<file path="src/rtl/rca_result_buffer_pkg.sv">
// Shared types and constants for the RCA result buffer.
package rca_types;

  localparam int RCA_RESULT_DEPTH = 4;
  localparam int RCA_ID_W         = 3;
  localparam int RCA_DATA_W       = 32;

  typedef logic [RCA_ID_W-1:0] id_t;

  typedef struct packed {
    id_t         id;
    logic [31:0] data;
  } rca_result_t;

endpackage

</file>
<file path="src/rtl/rca_result_fifo_mem.sv">
// Result storage: DEPTH x WIDTH register array.
// It has one synchronous write port and one asynchronous read port.
// The data registers have no reset; validity is tracked by the control logic.
module rca_result_fifo_mem #(
  parameter int DEPTH = 4,
  parameter int WIDTH = 35,
  parameter int PTR_W = $clog2(DEPTH)
) (
  input  logic             clk,
  input  logic             we_i,
  input  logic [PTR_W-1:0] waddr_i,
  input  logic [WIDTH-1:0] wdata_i,
  input  logic [PTR_W-1:0] raddr_i,
  output logic [WIDTH-1:0] rdata_o
);

  logic [WIDTH-1:0] mem_q [DEPTH];

  // Write port: store the entry at the write pointer.
  always_ff @(posedge clk) begin
    if (we_i) begin
      mem_q[waddr_i] <= wdata_i;
    end
  end

  assign rdata_o = mem_q[raddr_i];

endmodule

</file>
<file path="src/rtl/rca_result_buffer.sv">
// RCA result buffer: a circular FIFO between the RCA unit and writeback.
//
// Handshakes:
//  - Issue side: issue_ready is a credit. An issue is accepted only when
//    issue_new_request and issue_ready are both high. Each accepted issue
//    reserves one slot until its result is acked.
//  - Result side: res_valid is a fire-and-forget pulse with no ready signal.
//    Credits guarantee a free slot. A result that arrives anyway while the
//    buffer is full, and no pop happens in the same cycle, is dropped and
//    sets the sticky overflow flag.
//  - Writeback side: wb_done is the valid signal and wb_ack is the ready
//    signal. The head entry transfers in a cycle where both are high.
//    wb_ack without wb_done is ignored.
module rca_result_buffer
  import rca_types::*;
#(
  parameter int DEPTH  = RCA_RESULT_DEPTH,
  parameter int DATA_W = 32,
  parameter int ID_W   = 3
) (
  input  logic              clk,
  input  logic              rst,
  input  logic              flush,
  input  logic              issue_new_request,
  output logic              issue_ready,
  input  logic              res_valid,
  input  logic [ID_W-1:0]   res_id,
  input  logic [DATA_W-1:0] res_data,
  output logic              wb_done,
  output logic [ID_W-1:0]   wb_id,
  output logic [DATA_W-1:0] wb_rd,
  input  logic              wb_ack,
  output logic              overflow
);

  localparam int PTR_W = $clog2(DEPTH);
  localparam int CNT_W = PTR_W + 1;
  localparam int ENT_W = ID_W + DATA_W;
  localparam logic [CNT_W-1:0] CNT_FULL = CNT_W'(DEPTH);
  localparam logic [CNT_W-1:0] CNT_ONE  = CNT_W'(1);
  localparam logic [PTR_W-1:0] PTR_ONE  = PTR_W'(1);

  logic [PTR_W-1:0] rd_ptr_q, rd_ptr_d;
  logic [PTR_W-1:0] wr_ptr_q, wr_ptr_d;
  logic [CNT_W-1:0] count_q, count_d;
  logic [CNT_W-1:0] reserved_q, reserved_d;
  logic             overflow_q, overflow_d;

  logic             pop;
  logic             push;
  logic             issue_acc;
  logic             mem_we;
  logic [ENT_W-1:0] head_entry;

  assign issue_ready = (reserved_q < CNT_FULL);
  assign pop         = wb_ack && (count_q != '0);
  // A pop in the same cycle frees the head slot before the write lands.
  assign push        = res_valid && ((count_q != CNT_FULL) || pop);
  assign issue_acc   = issue_new_request && issue_ready;
  assign mem_we      = push && !flush;

  rca_result_fifo_mem #(
    .DEPTH (DEPTH),
    .WIDTH (ENT_W),
    .PTR_W (PTR_W)
  ) u_mem (
    .clk     (clk),
    .we_i    (mem_we),
    .waddr_i (wr_ptr_q),
    .wdata_i ({res_id, res_data}),
    .raddr_i (rd_ptr_q),
    .rdata_o (head_entry)
  );

  // Next-state logic for pointers, occupancy, reservations and overflow.
  // Flush takes precedence over every other event in the same cycle.
  always_comb begin
    rd_ptr_d   = rd_ptr_q;
    wr_ptr_d   = wr_ptr_q;
    count_d    = count_q;
    reserved_d = reserved_q;
    overflow_d = overflow_q;
    if (flush) begin
      rd_ptr_d   = '0;
      wr_ptr_d   = '0;
      count_d    = '0;
      reserved_d = '0;
      overflow_d = 1'b0;
    end else begin
      if (pop)  rd_ptr_d = rd_ptr_q + PTR_ONE;
      if (push) wr_ptr_d = wr_ptr_q + PTR_ONE;
      if (push && !pop)      count_d = count_q + CNT_ONE;
      else if (pop && !push) count_d = count_q - CNT_ONE;
      // Decrement is guarded so that results which were never issued cannot
      // underflow the reservation counter.
      if (issue_acc && !pop)                          reserved_d = reserved_q + CNT_ONE;
      else if (pop && !issue_acc && reserved_q != '0) reserved_d = reserved_q - CNT_ONE;
      if (res_valid && !push) overflow_d = 1'b1;
    end
  end

  // Control state register with asynchronous reset.
  always_ff @(posedge clk or posedge rst) begin
    if (rst) begin
      rd_ptr_q   <= '0;
      wr_ptr_q   <= '0;
      count_q    <= '0;
      reserved_q <= '0;
      overflow_q <= 1'b0;
    end else begin
      rd_ptr_q   <= rd_ptr_d;
      wr_ptr_q   <= wr_ptr_d;
      count_q    <= count_d;
      reserved_q <= reserved_d;
      overflow_q <= overflow_d;
    end
  end

  // Head presentation comes only from registers and is zeroed when empty.
  always_comb begin
    wb_done = (count_q != '0);
    wb_id   = '0;
    wb_rd   = '0;
    if (wb_done) begin
      wb_id = head_entry[ENT_W-1:DATA_W];
      wb_rd = head_entry[DATA_W-1:0];
    end
  end

  assign overflow = overflow_q;

endmodule

</file>
<file path="config.mk">
export PLATFORM = sky130hd
export DESIGN_NAME = rca_result_buffer
export DESIGN_NICKNAME = d
export VERILOG_FILES = /design/src/rtl/rca_result_buffer_pkg.sv /design/src/rtl/rca_result_fifo_mem.sv /design/src/rtl/rca_result_buffer.sv
export SDC_FILE = /design/constraint.sdc
export NUM_CORES = 1
export LEC_CHECK = 0
export ABC_AREA = 1
export BUFFER_PORTS_ARGS = -buffer_cell sky130_fd_sc_hd__buf_2
export CAP_MARGIN = 5
export CORE_MARGIN = 1.5
export CORE_UTILIZATION = 32
export DETAILED_ROUTE_END_ITERATION = 10
export PLACE_DENSITY = 0.48
export SYNTH_ARGS = -nofsm -noshare
export SYNTH_HDL_FRONTEND = slang
export SYNTH_HIERARCHICAL = 1
export SYNTH_SLANG_ARGS = --single-unit
</file>
<file path="constraint.sdc">
create_clock -name clk -period 7.9 [get_ports clk]
set_clock_uncertainty 0.2 [all_clocks]
set_input_delay 1.185 -clock clk [delete_from_list [all_inputs] [get_ports clk]]
set_output_delay 1.185 -clock clk [all_outputs]
set_load 0.01 [all_outputs]
</file>
# Word-level counts from Yosys, hierarchy flattened
# Memories as Yosys holds them, arrays and structs flattened.
# Cells that the tools add are included.
# W data, S select, Z words.
[totals]
word_cells = 52
ff_bits = 11
n_memories = 1
out_inout_bits = 38
ram_bits = 140
[classes]
reduce_logical = 22
eq_ne = 1
order_cmp = 1
n_mux = 16
add_sub_neg = 6
[mem_list]
columns = ["name", "words", "width", "rd", "rd_ports_with_merged_regs", "write_ports", "line_no", "text"]
rows = [
  ["u_mem.mem_q", 4, 35, 1, 0, 1, "rca_result_fifo_mem.sv:17", "logic [WIDTH-1:0] mem_q [DEPTH];"],
]
[op_table]
columns = ["cell", "count"]
rows = [
  ["$mux W32", 1],
  ["$mux W3", 7],
  ["$reduce_bool A3 Y1", 4],
  ["$logic_and A1 B1 Y1", 10],
  ["$mux W2", 4],
  ["$add A3 B1 Y3 const B", 2],
  ["$reduce_bool A2 Y1", 3],
  ["$sub A3 B1 Y3 const B", 2],
  ["$add A2 B1 Y2 const B", 2],
  ["$logic_not A1 Y1", 4],
  ["$mux W1", 4],
  ["$lt A3 B3 Y1 const B", 1],
  ["$ne A3 B3 Y1 const B", 1],
  ["$logic_or A1 B1 Y1", 1],
]

# Longest topological paths before layout
[depth]
ltp_word = 9
depth_mapped = 10
depth_no_buf = 10

# Hierarchy
# Netlist, hierarchy kept.
[by_module_without_submodules]
columns = ["mod", "area_each_um2", "instances", "cells_per_inst"]
rows = [
  ["rca_result_fifo_mem", 5963.2, 1, 556],
  ["rca_result_buffer", 940.9, 1, 157],
]

# Worst setup path after synthesis
# Ideal clock, no wire load.
[synth_timing]
path_type = "input to register"
startpoint = "input port wb_ack"
endpoint = "memory u_mem.mem_q[1][0] (enable)"
t_required_ns = 7.229
cell_stages = 6
path_buffers = 0
path_slack_ns = 3.245
arrival_time_ns = 3.984
cell_sequence = "inv_1 -> nand3_1 -> nand2_1 -> nor2_1 -> inv_1 -> nor3_1"
[synth_via]
elab_chain_len = 6
[synth_rtl]
columns = ["item", "line_no", "text"]
rows = [
  ["from (decl)", "rca_result_buffer.sv:32", "input logic wb_ack,"],
  ["$logic_and A1 B1 Y1", "rca_result_buffer.sv:56", "assign pop = wb_ack && (count_q != '0);"],
  ["$logic_or A1 B1 Y1", "rca_result_buffer.sv:58", "assign push = res_valid && ((count_q != CNT_FULL) || pop);"],
  ["$logic_and A1 B1 Y1", "rca_result_buffer.sv:58", ""],
  ["$logic_and A1 B1 Y1", "rca_result_buffer.sv:60", "assign mem_we = push && !flush;"],
  ["via mem_we", "rca_result_buffer.sv:52", "logic mem_we;"],
  ["$mux W1", "rca_result_fifo_mem.sv:21", "if (we_i) begin"],
  ["$mux W1 (not written as such)", "rca_result_fifo_mem.sv:22", "mem_q[waddr_i] <= wdata_i;"],
  ["to (decl)", "rca_result_fifo_mem.sv:17", ""],
]
# The timed path passes the listed nets, and every way through them passes these cells.

# Worst setup path in the final report
[layout_timing]
startpoint = "register rd_ptr_q[1]"
endpoint = "output port wb_id[2]"
[layout_via]
elab_chain_len = 2
[layout_rtl]
columns = ["item", "line_no", "text"]
rows = [
  ["from (decl)", "rca_result_buffer.sv:43", "logic [PTR_W-1:0] rd_ptr_q, rd_ptr_d;"],
  ["from (signal assigned)", "rca_result_buffer.sv:111", "rd_ptr_q <= rd_ptr_d;"],
  ["$mem_v2 Z4 W35", "--", ""],
  ["via head_entry[34]", "rca_result_buffer.sv:53", "logic [ENT_W-1:0] head_entry;"],
  ["$mux W3", "rca_result_buffer.sv:124", "if (wb_done) begin"],
  ["to (decl)", "rca_result_buffer.sv:30", "output logic [ID_W-1:0] wb_id,"],
]
# The timed path passes the listed nets, and every way through them passes these cells.

==> results.cfg <==
[synth]
syn_inst = 713
synth.yosys.seq_area_share_pct = 64.88
post_synth_instance_area_sq_um = 6904
synthArstFlopShare_pct = 7.285
yosysWarningCount = 6
syn-mean-instance-area_sq_um = 9.683
number_of_synthesized_register_bits = 151
synth_top_flop_cell = edfxtp_1
netlist-cell-type-count = 27
edff_count_synth = 140
syn_nets = 756

[power]
power.total_mw = 2.397
leakage_power_nw = 3.887
pwr_density_cell_nw_per_um2 = 296.0
ir_drop_uv = 199.5

[clock_network]
cts_tree = done
clk_root_buffer_cell = clkbuf_16
postCtsHoldBufs = 0
total_clock_buffers_created_by_cts = 17
ctsLongestPathBuffers = 2
clock_tree.htree_level_count = 4
clk_transition_reported_paths_ns = 0.06
post_cts_setup_driven_buffer_insertion_count = 0
postCtsResizedCells = 0
tritoncts_num_sinks = 151
clock_network_latency_to_the_later_pin_of_the_worst_skew_pair_ns = 0.41

[detailed_routing]
routed_wire_length_per_instance_um = 13.32
detail_route.first_pass.iterations = 4
drt_iter0_drc = 245
drcViolationCount = 0
vias = 4498
finalWirelength_um = 14360
number_of_nets_with_antenna_violations_after_detailed_routing = 0
average_vias_per_placed_instance = 4.173

[sta]
worst_hold_slack_ns = 0.2997
tightest_slew_ns = 0.8812
grt_setup_unrepaired = no
hold_violations = 0
postLayoutSetupSlackWorst_ns = 4.131
slew_headroom_pct = 41.25
setup_total_negative_slack_ns = 0
layout_min_cycle_time_ns = 3.769
finalSetupViolations = 0
min_period_over_period_pct = 47.70
final-max-slew-violation-count = 0
clock.fmax_ghz = 0.2654

[finish]
post_route_cells_drive_above_1_share_pct = 15.61
layout-area-overhead-vs-synth_pct = 17.33
final_util_pct = 38.41
stdcell_count = 1078
most_common_cell_after_layout_fill_and_taps_aside = inv_1
commonest_non_fill_non_tap_cells_in_the_layout = inv_1 (196), nand2_1 (191), edfxtp_1 (140)
finish.instance_area_sq_um = 8100
finalNetCount = 833

[run_status]
status = finished clean

[setup_path]
worst-path-max-fanout = 37
reg2reg_depth = 6
critical_path_launch_point_type = flop
r2r_start = count_q[2]
cp_data_required_time_ns = 6.51
reg_to_reg_end = u_mem/mem_q[3][14]
critPathKind = reg -> out
crit_end_element = primary output
timing.reg2reg.setup_slack_ns = 5.35
worst_ep_arrival_time_ns = 2.38

[global_route]
grt_max_degree = 72
track_usage_pct = 13.54
antenna_found_initial = 1
grt_overflow = 0
grt_pass1_vias = 4158
first_pass_grt_wire_length_um = 22540

[die]
pin_count = 79
fp.dieW_um = 149.9
dieArea_sq_um = 22470
start_util_pct = 32.74
die_height_um = 149.9
rows = 53
core_region_area_sq_um = 21090

[hold_path]
min_path_cells = 1
holdCritStartpoint = overflow
hold_path_class = reg -> reg
timing.hold.worst_endpoint = overflow

[placed_design]
placement.io_buffers = 78
place_worst_setup_slack_ns = 4.372
placed_cell_area_sq_um = 7503
placedCellCount = 1046
gp_congestion = 0.7134
hpwlAfterDp_um = 8107

[job]
maxCapViolations = 0
## sequential cells by signal, indices dropped and copies added, names as in the netlist
register	flops
overflow	1
u_mem/mem_q	140
wr_ptr_q	2
rd_ptr_q	2
count_q	3
reserved_q	3
## final cells by class
class                      count  area (sq um)
fill                        2119         12990
clock buffer                  20         436.7
clock inverter                10         155.1
sequential                   151          4482
inverter                     200         758.2
multi-input combinational    337          1491
tap                          275         344.1
antenna                        2         5.005
timing repair buffer          83         427.9
## where the power goes
| part | internal (mW) | switching [mW] | leakage (nW) |
|---|---|---|---|
| combinational | 0.207 | 0.424 | 2.19 |
| clock | 0.522 | 0.296 | 0.287 |
| sequential | 0.920 | 0.0289 | 1.41 |
## worst max path at each step
stage | from | endpoint | cells past startpoint
floorplan | wb_ack | u_mem/mem_q[1][0] | 6
global placement | wb_ack | u_mem/mem_q[3][9] | 8
detailed placement | wb_ack | u_mem/mem_q[3][11] | 8
CTS | rd_ptr_q[1] | wb_id[2] | 6
global route | rd_ptr_q[1] | wb_rd[29] | 6
finish | rd_ptr_q[1] | wb_id[2] | 6
## layer usage
| metal | vias to the layer above | part of all wire, % | GRT usage (%) | routed length (um) |
|---|---|---|---|---|
| li1 | 2337 | - | - | - |
| met1 | 2071 | 47 | 17.84 | 6814 |
| met2 | 74 | 46 | 21.19 | 6649 |
| met3 | 16 | 4.7 | 3.963 | 668 |
| met4 | 0 | 1.6 | 4.706 | 225 |
| met5 | - | 0 | 0 | 0 |
## synth_stat cells, types with 4 or more instances
| master | count | area, sq um |
|---|---|---|
| buf_2 | 9 | 45.04 |
| nand3_1 | 77 | 385.4 |
| buf_6 | 8 | 90.09 |
| a21oi_1 | 4 | 20.02 |
| o21ai_0 | 5 | 25.02 |
| nand2_1 | 191 | 716.9 |
| dfrtp_1 | 11 | 275.3 |
| nor2_1 | 40 | 150.1 |
| nor3_1 | 5 | 25.02 |
| edfxtp_1 | 140 | 4204 |
| inv_1 | 196 | 735.7 |
| buf_4 | 8 | 60.06 |
## cells by family after synthesis
kind of cell	count (synthesis)	share of synthesized area [%]
AO/OA/AOI/OAI	14	1.178
AND/OR/NAND/NOR	320	19.43
flip-flops	151	64.88
adder cells (fa/ha/maj)	2	0.5799
XOR/XNOR	1	0.1269
buffers and inverters	225	13.81
## worst max-delay path: stages (launching register included)
cell and delay [ns]:
dfrtp_2 0.92, inv_4 0.43, nand3_1 0.19, nand2_1 0.10, inv_1 0.07, nor2_1 0.04, buf_2 0.16
(Power assumes the default switching activity.)
